==> config.mk <==
export PLATFORM = sky130hd
export DESIGN_NAME = addmul_arbiter
export DESIGN_NICKNAME = d
export VERILOG_FILES = /design/src/rtl/addmul_arb_pkg.sv /design/src/rtl/addmul_seq_mul.sv /design/src/rtl/addmul_arbiter.sv
export SDC_FILE = /design/constraint.sdc
export NUM_CORES = 1
export LEC_CHECK = 0
export ABC_CLOCK_PERIOD_IN_PS = 2009
export BUFFER_PORTS_ARGS = -buffer_cell sky130_fd_sc_hd__buf_2
export CAP_MARGIN = 40
export CORE_ASPECT_RATIO = 1.4
export CORE_MARGIN = 10
export CORE_UTILIZATION = 30
export DETAILED_ROUTE_END_ITERATION = 8
export GPL_ROUTABILITY_DRIVEN = 0
export PLACE_DENSITY = 0.53
export SLEW_MARGIN = 40
export SYNTH_ARGS = -nofsm -noshare
export SYNTH_HDL_FRONTEND = slang
export SYNTH_SLANG_ARGS = --single-unit
==> constraint.sdc <==
create_clock -name i_w_clk -period 2.01 [get_ports i_w_clk]
set_input_delay 0.1005 -clock i_w_clk [delete_from_list [all_inputs] [get_ports i_w_clk]]
set_output_delay 0.1005 -clock i_w_clk [all_outputs]
set_load 0.01 [all_outputs]
==> src/rtl/addmul_arb_pkg.sv <==
// Shared encodings for the add/multiply arbiter: FSM states, op codes, requester ids.
// The optional ADDMUL_ARB_EARLY_EXIT_EN build only affects addmul_seq_mul.
package addmul_arb_pkg;

  localparam logic [1:0] ST_IDLE = 2'd0;
  localparam logic [1:0] ST_ADD  = 2'd1;
  localparam logic [1:0] ST_MUL  = 2'd2;
  localparam logic [1:0] ST_RESP = 2'd3;

  typedef enum logic [1:0] {
    S_IDLE = ST_IDLE,
    S_ADD  = ST_ADD,
    S_MUL  = ST_MUL,
    S_RESP = ST_RESP
  } state_e;

  localparam logic OP_ADD = 1'b0;
  localparam logic OP_MUL = 1'b1;

  localparam logic ID_REQ0 = 1'b0;
  localparam logic ID_REQ1 = 1'b1;

  // Round-robin pointer moves to whichever requester was not just served.
  function automatic logic other_id(input logic id);
    return ~id;
  endfunction

endpackage

==> src/rtl/addmul_seq_mul.sv <==
// Iterative shift-add multiplier: one multiplier bit per cycle, product truncated to 2*p_width+1 bits.
// Define ADDMUL_ARB_EARLY_EXIT_EN to stop as soon as the remaining multiplier bits are all zero.
module addmul_seq_mul #(
  parameter int p_width = 1
) (
  input  logic                 clk,
  input  logic                 rst_n,
  input  logic                 start,
  input  logic [p_width:0]     a,
  input  logic [p_width:0]     b,
  output logic                 done,
  output logic [2*p_width:0]   product
);

  localparam int RW = 2 * p_width + 1;
  localparam int CW = $clog2(p_width + 2);
  localparam logic [CW-1:0] LAST_ITER = CW'(p_width);

  logic [RW-1:0]    acc_q, acc_d;
  logic [RW-1:0]    mcand_q, mcand_d;
  logic [p_width:0] mplier_q, mplier_d;
  logic [CW-1:0]    cnt_q, cnt_d;
  logic             active_q, active_d;

  // Arithmetic wraps at RW bits, which is exactly the required truncation.
  always_comb begin
    acc_d    = acc_q;
    mcand_d  = mcand_q;
    mplier_d = mplier_q;
    cnt_d    = cnt_q;
    active_d = active_q;
    done     = 1'b0;
    if (start) begin
      acc_d    = '0;
      mcand_d  = RW'(a);
      mplier_d = b;
      cnt_d    = '0;
      active_d = 1'b1;
    end else if (active_q) begin
      if (mplier_q[0]) begin
        acc_d = acc_q + mcand_q;
      end
      mcand_d  = mcand_q << 1;
      mplier_d = mplier_q >> 1;
      cnt_d    = cnt_q + CW'(1);
`ifdef ADDMUL_ARB_EARLY_EXIT_EN
      done = (cnt_q == LAST_ITER) || (mplier_d == '0);
`else
      done = (cnt_q == LAST_ITER);
`endif
      if (done) begin
        active_d = 1'b0;
      end
    end
  end

  always_ff @(posedge clk or negedge rst_n) begin
    if (!rst_n) begin
      acc_q    <= '0;
      mcand_q  <= '0;
      mplier_q <= '0;
      cnt_q    <= '0;
      active_q <= 1'b0;
    end else begin
      acc_q    <= acc_d;
      mcand_q  <= mcand_d;
      mplier_q <= mplier_d;
      cnt_q    <= cnt_d;
      active_q <= active_d;
    end
  end

  assign product = acc_q;

endmodule

==> src/rtl/addmul_arbiter.sv <==
// Round-robin arbiter sharing one add / iterative-multiply datapath between two requesters.
// Optional build macro ADDMUL_ARB_EARLY_EXIT_EN shortens multiplies with small multipliers.
module addmul_arbiter #(
  parameter int p_width = 1
) (
  input  logic               i_w_clk,
  input  logic               i_w_rst_n,
  input  logic               i_w_req0_valid,
  output logic               o_w_req0_ready,
  input  logic [p_width:0]   i_w_req0_a,
  input  logic [p_width:0]   i_w_req0_b,
  input  logic               i_w_req0_sel,
  input  logic               i_w_req1_valid,
  output logic               o_w_req1_ready,
  input  logic [p_width:0]   i_w_req1_a,
  input  logic [p_width:0]   i_w_req1_b,
  input  logic               i_w_req1_sel,
  output logic               o_w_res_valid,
  input  logic               i_w_res_ready,
  output logic [2*p_width:0] o_w_res_data,
  output logic               o_w_res_id,
  output logic               o_w_busy
);

  import addmul_arb_pkg::*;

  localparam int RW = 2 * p_width + 1;

  state_e           state_q, state_d;
  logic             rr_ptr_q, rr_ptr_d;
  logic [p_width:0] a_q, a_d;
  logic [p_width:0] b_q, b_d;
  logic             sel_q, sel_d;
  logic             id_q, id_d;
  logic [RW-1:0]    res_data_q, res_data_d;
  logic             res_valid_q, res_valid_d;

  logic             in_idle;
  logic             gnt0;
  logic             gnt1;
  logic             accept;
  logic             acc_id;
  logic [p_width:0] acc_a;
  logic [p_width:0] acc_b;
  logic             acc_sel;
  logic             mul_start;
  logic             mul_done;
  logic [RW-1:0]    mul_product;
  logic [RW-1:0]    sum;

  // Readies are held low while reset is asserted so nothing can be granted then.
  always_comb begin
    in_idle   = (state_q == S_IDLE) && i_w_rst_n;
    gnt0      = in_idle && i_w_req0_valid && (!i_w_req1_valid || (rr_ptr_q == ID_REQ0));
    gnt1      = in_idle && i_w_req1_valid && (!i_w_req0_valid || (rr_ptr_q == ID_REQ1));
    accept    = gnt0 || gnt1;
    acc_id    = gnt1 ? ID_REQ1 : ID_REQ0;
    acc_a     = gnt1 ? i_w_req1_a : i_w_req0_a;
    acc_b     = gnt1 ? i_w_req1_b : i_w_req0_b;
    acc_sel   = gnt1 ? i_w_req1_sel : i_w_req0_sel;
    mul_start = accept && (acc_sel == OP_MUL);
    sum       = RW'(a_q) + RW'(b_q);
  end

  addmul_seq_mul #(
    .p_width(p_width)
  ) u_mul (
    .clk    (i_w_clk),
    .rst_n  (i_w_rst_n),
    .start  (mul_start),
    .a      (acc_a),
    .b      (acc_b),
    .done   (mul_done),
    .product(mul_product)
  );

  // RESP spends its first cycle loading the result register, then raises valid.
  always_comb begin
    state_d     = state_q;
    rr_ptr_d    = rr_ptr_q;
    a_d         = a_q;
    b_d         = b_q;
    sel_d       = sel_q;
    id_d        = id_q;
    res_data_d  = res_data_q;
    res_valid_d = res_valid_q;
    unique case (state_q)
      S_IDLE: begin
        if (accept) begin
          a_d      = acc_a;
          b_d      = acc_b;
          sel_d    = acc_sel;
          id_d     = acc_id;
          rr_ptr_d = other_id(acc_id);
          state_d  = (acc_sel == OP_MUL) ? S_MUL : S_ADD;
        end
      end
      S_ADD: begin
        res_data_d = sum;
        state_d    = S_RESP;
      end
      S_MUL: begin
        if (mul_done) begin
          state_d = S_RESP;
        end
      end
      S_RESP: begin
        if (!res_valid_q) begin
          res_valid_d = 1'b1;
          if (sel_q == OP_MUL) begin
            res_data_d = mul_product;
          end
        end else if (i_w_res_ready) begin
          res_valid_d = 1'b0;
          state_d     = S_IDLE;
        end
      end
      default: state_d = S_IDLE;
    endcase
  end

  always_ff @(posedge i_w_clk or negedge i_w_rst_n) begin
    if (!i_w_rst_n) begin
      state_q     <= S_IDLE;
      rr_ptr_q    <= ID_REQ0;
      a_q         <= '0;
      b_q         <= '0;
      sel_q       <= OP_ADD;
      id_q        <= ID_REQ0;
      res_data_q  <= '0;
      res_valid_q <= 1'b0;
    end else begin
      state_q     <= state_d;
      rr_ptr_q    <= rr_ptr_d;
      a_q         <= a_d;
      b_q         <= b_d;
      sel_q       <= sel_d;
      id_q        <= id_d;
      res_data_q  <= res_data_d;
      res_valid_q <= res_valid_d;
    end
  end

  assign o_w_req0_ready = gnt0;
  assign o_w_req1_ready = gnt1;
  assign o_w_res_valid  = res_valid_q;
  assign o_w_res_data   = res_data_q;
  assign o_w_res_id     = id_q;
  assign o_w_busy       = (state_q != S_IDLE);

endmodule

==> out/qor.yml <==
detailed_routing:
  dr.pass1.iters: 4
  drt_iter0_markers: 26
  drc_errors: 0
  totalWireLength_mm: 3.16
  via_count: 1029
  avgViaCountPerCell: 4.68
  ant_nets: 0
  wl_per_cell_um: 14.4
grt:
  gr-usage-all-layers_pct: 8.74
  grt_pass1_wl_mm: 5.58
  grt_pass1_vias: 1125
  grt_use_met1_pct: 10.6
  grt_max_degree: 24
  use_met2_pct: 14.8
  antenna_found_initial: 0
  use_met3_pct: 1.88
  gr-total-overflow: 0
  busiest_layer: "met2"
critical_path:
  worstPathRequired_ns: 1.91
  critPathLaunchType: "flip-flop"
  endpoint_kind: "output port"
  path_class: "reg2out"
  critPathArrivalTime_ns: 1.69
  path_max_fanout: 9
min_path:
  hp-class: "in2reg"
logic_synthesis:
  ys_warn_count: 0
  ys_types: 33
  synth_area_sq_um: 1400
  syn_inst: 134
  syn-num-nets: 159
  synth_area_leaders: "dfrtp_1, mux2i_1, ha_1"
  yosysSeqAreaShare_pct: 43.0
  synth_top_area_cell: "dfrtp_1"
  ys_ff_latch: 24
  synth_top_cell_area_share_pct: 43.0
  syn_area_per_cell_sq_um: 10.4
cts:
  h-tree-depth: 1
  path_clk_slew_ns: 0.08
  cts_buffers: 3
  clk_latency_ns: 0.27
  postCtsHoldBufs: 1
  cts.repair.resized: 0
  cts_root_buffer: "clkbuf_8"
  clk_path_buf_depth: 2
  cts.sinks: 24
  cts_tree: "yes"
  cts_setup_buffers: 0
flow_run:
  max_cap_viol_count: 0
timing:
  hold_viol_final: 0
  rsz0062_at_grt: "false"
  fin_crit_sh_pct: 89.1
  relSlewSlack_pct: 73.8
  final-setup-viol-count: 0
  fmax_ghz: 0.558
  tns_ns: 0
  worst_slew_pin_slew_ns: 0.383
  finalMaxSlewViolations: 0
  fin_crit_ns: 1.79
  finalClockSkew_ns: 0.00445
die:
  ios: 23
  die_w_um: 77.7
  die-area_sq_um: 7830
  die_height_um: 101
  rows: 29
  core_sq_um: 4540
  start_util_pct: 30.8
layout:
  area_delta_synth_final_pct: 17.8
  drive_above_1_share_pct: 23.4
  multi_input_area_sq_um: 721
  num_antenna_cells: 0
  regArea_sq_um: 601
  fillCellCount: 475
  nNetsFinal: 184
power:
  power.total_mw: 2.34
  ir_worst_vdd_mv: 0.526
  p_leak_nw: 0.803
  p_per_area_nw_per_um2: 1420
place:
  dpl.hpwl_mm: 2.48
  io_buffers: 22
status:
  outcome: "finished, final reports clean"
[power by group]
part	internal [mW]	leakage (nW)	switching (mW)	total [mW]
clock network	0.266	0.0357	0.160	0.426
registers	0.708	0.302	0.165	0.873
logic	0.497	0.466	0.547	1.04
total	1.47	0.803	0.872	2.34
[cell usage after synthesis]
master / n
buf_6: 2
nand2b_2: 1
nand3_4: 1
buf_2: 1
nand4_1: 3
buf_4: 1
mux2i_1: 13
a31oi_1: 4
nor2_1: 6
fa_1: 2
a21o_1: 2
inv_1: 9
nor2b_1: 2
ha_1: 8
xnor2_1: 3
and2_1: 1
o21ai_0: 11
o22ai_1: 3
nand3_1: 3
nand2b_1: 5
a221o_1: 1
nand2_1: 13
dfrtp_1: 24
a211oi_2: 1
a222oi_1: 1
and2_4: 2
a21oi_1: 3
a21boi_1: 1
o32a_1: 1
mux2_2: 2
clkbuf_1: 2
o2bb2ai_1: 1
a21o_4: 1
[metrics by stage]
stage	area, sq um	cells	worst slack [ns]	utilization [%]	hold slack [ns]
6_report	1650	220	0.219	36.3	0.150
5_1_grt	1650	220	0.0840	36.3	0.171
4_1_cts	1650	220	0.212	36.3	0.154
3_5_place_dp	1570	215	0.271	34.5	-0.0884
3_3_place_gp	1570	215	0.360	34.5	-0.0861
2_1_floorplan	1400	134	0.304	-	-0.195
[cell usage in the layout, fill, tap and decap left out, drive strengths merged, types with 2 or more instances in the layout]
cell,synthesis,layout
and2,3,3
nor2,6,6
o22ai,3,3
clkbuf,2,3
mux2i,13,13
nor2b,2,2
buf,4,25
a21oi,3,3
fa,2,2
o21ai,11,11
inv,9,9
a21o,3,3
ha,8,8
a31oi,4,4
mux2,2,2
xnor2,3,3
nand2,13,13
nand4,3,3
nand2b,6,6
nand3,4,4
dfrtp,24,24
[critical path, stage by stage, from the launching register on]
cell     delay (ns)
dfrtp_1        0.41
inv_1          0.14
ha_1           0.25
and2_4         0.23
nand3_4        0.13
inv_1          0.13
buf_2          0.14
[state kept, by name, summed over array words and instances, names as in the netlist]
| name | cells |
|---|---|
| u_mul.product | 3 |
| u_mul.cnt_q | 2 |
| u_mul.mplier_q | 2 |
| o_w_res_valid | 1 |
| u_mul.active_q | 1 |
| o_w_res_id | 1 |
| u_mul.mcand_q | 3 |
| a_q | 2 |
| o_w_res_data | 3 |
| sel_q | 1 |
| rr_ptr_q | 1 |
| b_q | 2 |
| state_q | 2 |
[cell families after synthesis]
logic type / after synthesis / synth area share [%]
AND/OR/NAND/NOR: 37 / 14.2
AO/OA/AOI/OAI: 30 / 14.5
flip-flops: 24 / 43.0
buffers and inverters: 15 / 5.46
multiplexers: 15 / 10.9
adder cells (fa/ha/maj): 10 / 10.0
XOR/XNOR: 3 / 1.88
[routing by layer]
metal | part of all wire [%] | vias to the layer above
met5 | 0 | -
li1 | - | 513
met1 | 45 | 487
met2 | 50 | 27
met4 | 0.89 | 0
met3 | 4.0 | 2
[final cells by class]
class                   instances  share of cell area (%)
clock inverters                 1                    1.82
flip-flops and latches         24                    36.5
well taps                      62                    4.71
inverters                       9                    2.05
repair buffers                 26                    8.66
clock buffers                   3                    2.51
multi-input cells              95                    43.8
[final timing paths]
kind	endpoint	startpoint	slack, ns	cells after the start
worst min register to register	sel_q	sel_q	0.48	1
worst min-delay path	a_q[1]	i_w_req0_a[1]	0.15	3
worst max-delay path	o_w_req1_ready	state_q[1]	0.22	6
min in group asynchronous	rr_ptr_q	i_w_rst_n	0.18	2
max in group asynchronous	u_mul.mcand_q[1]	i_w_rst_n	1.33	3
worst max register to register	u_mul.mcand_q[1]	state_q[0]	0.26	7
Note: power is estimated with default switching activity, not from simulation.
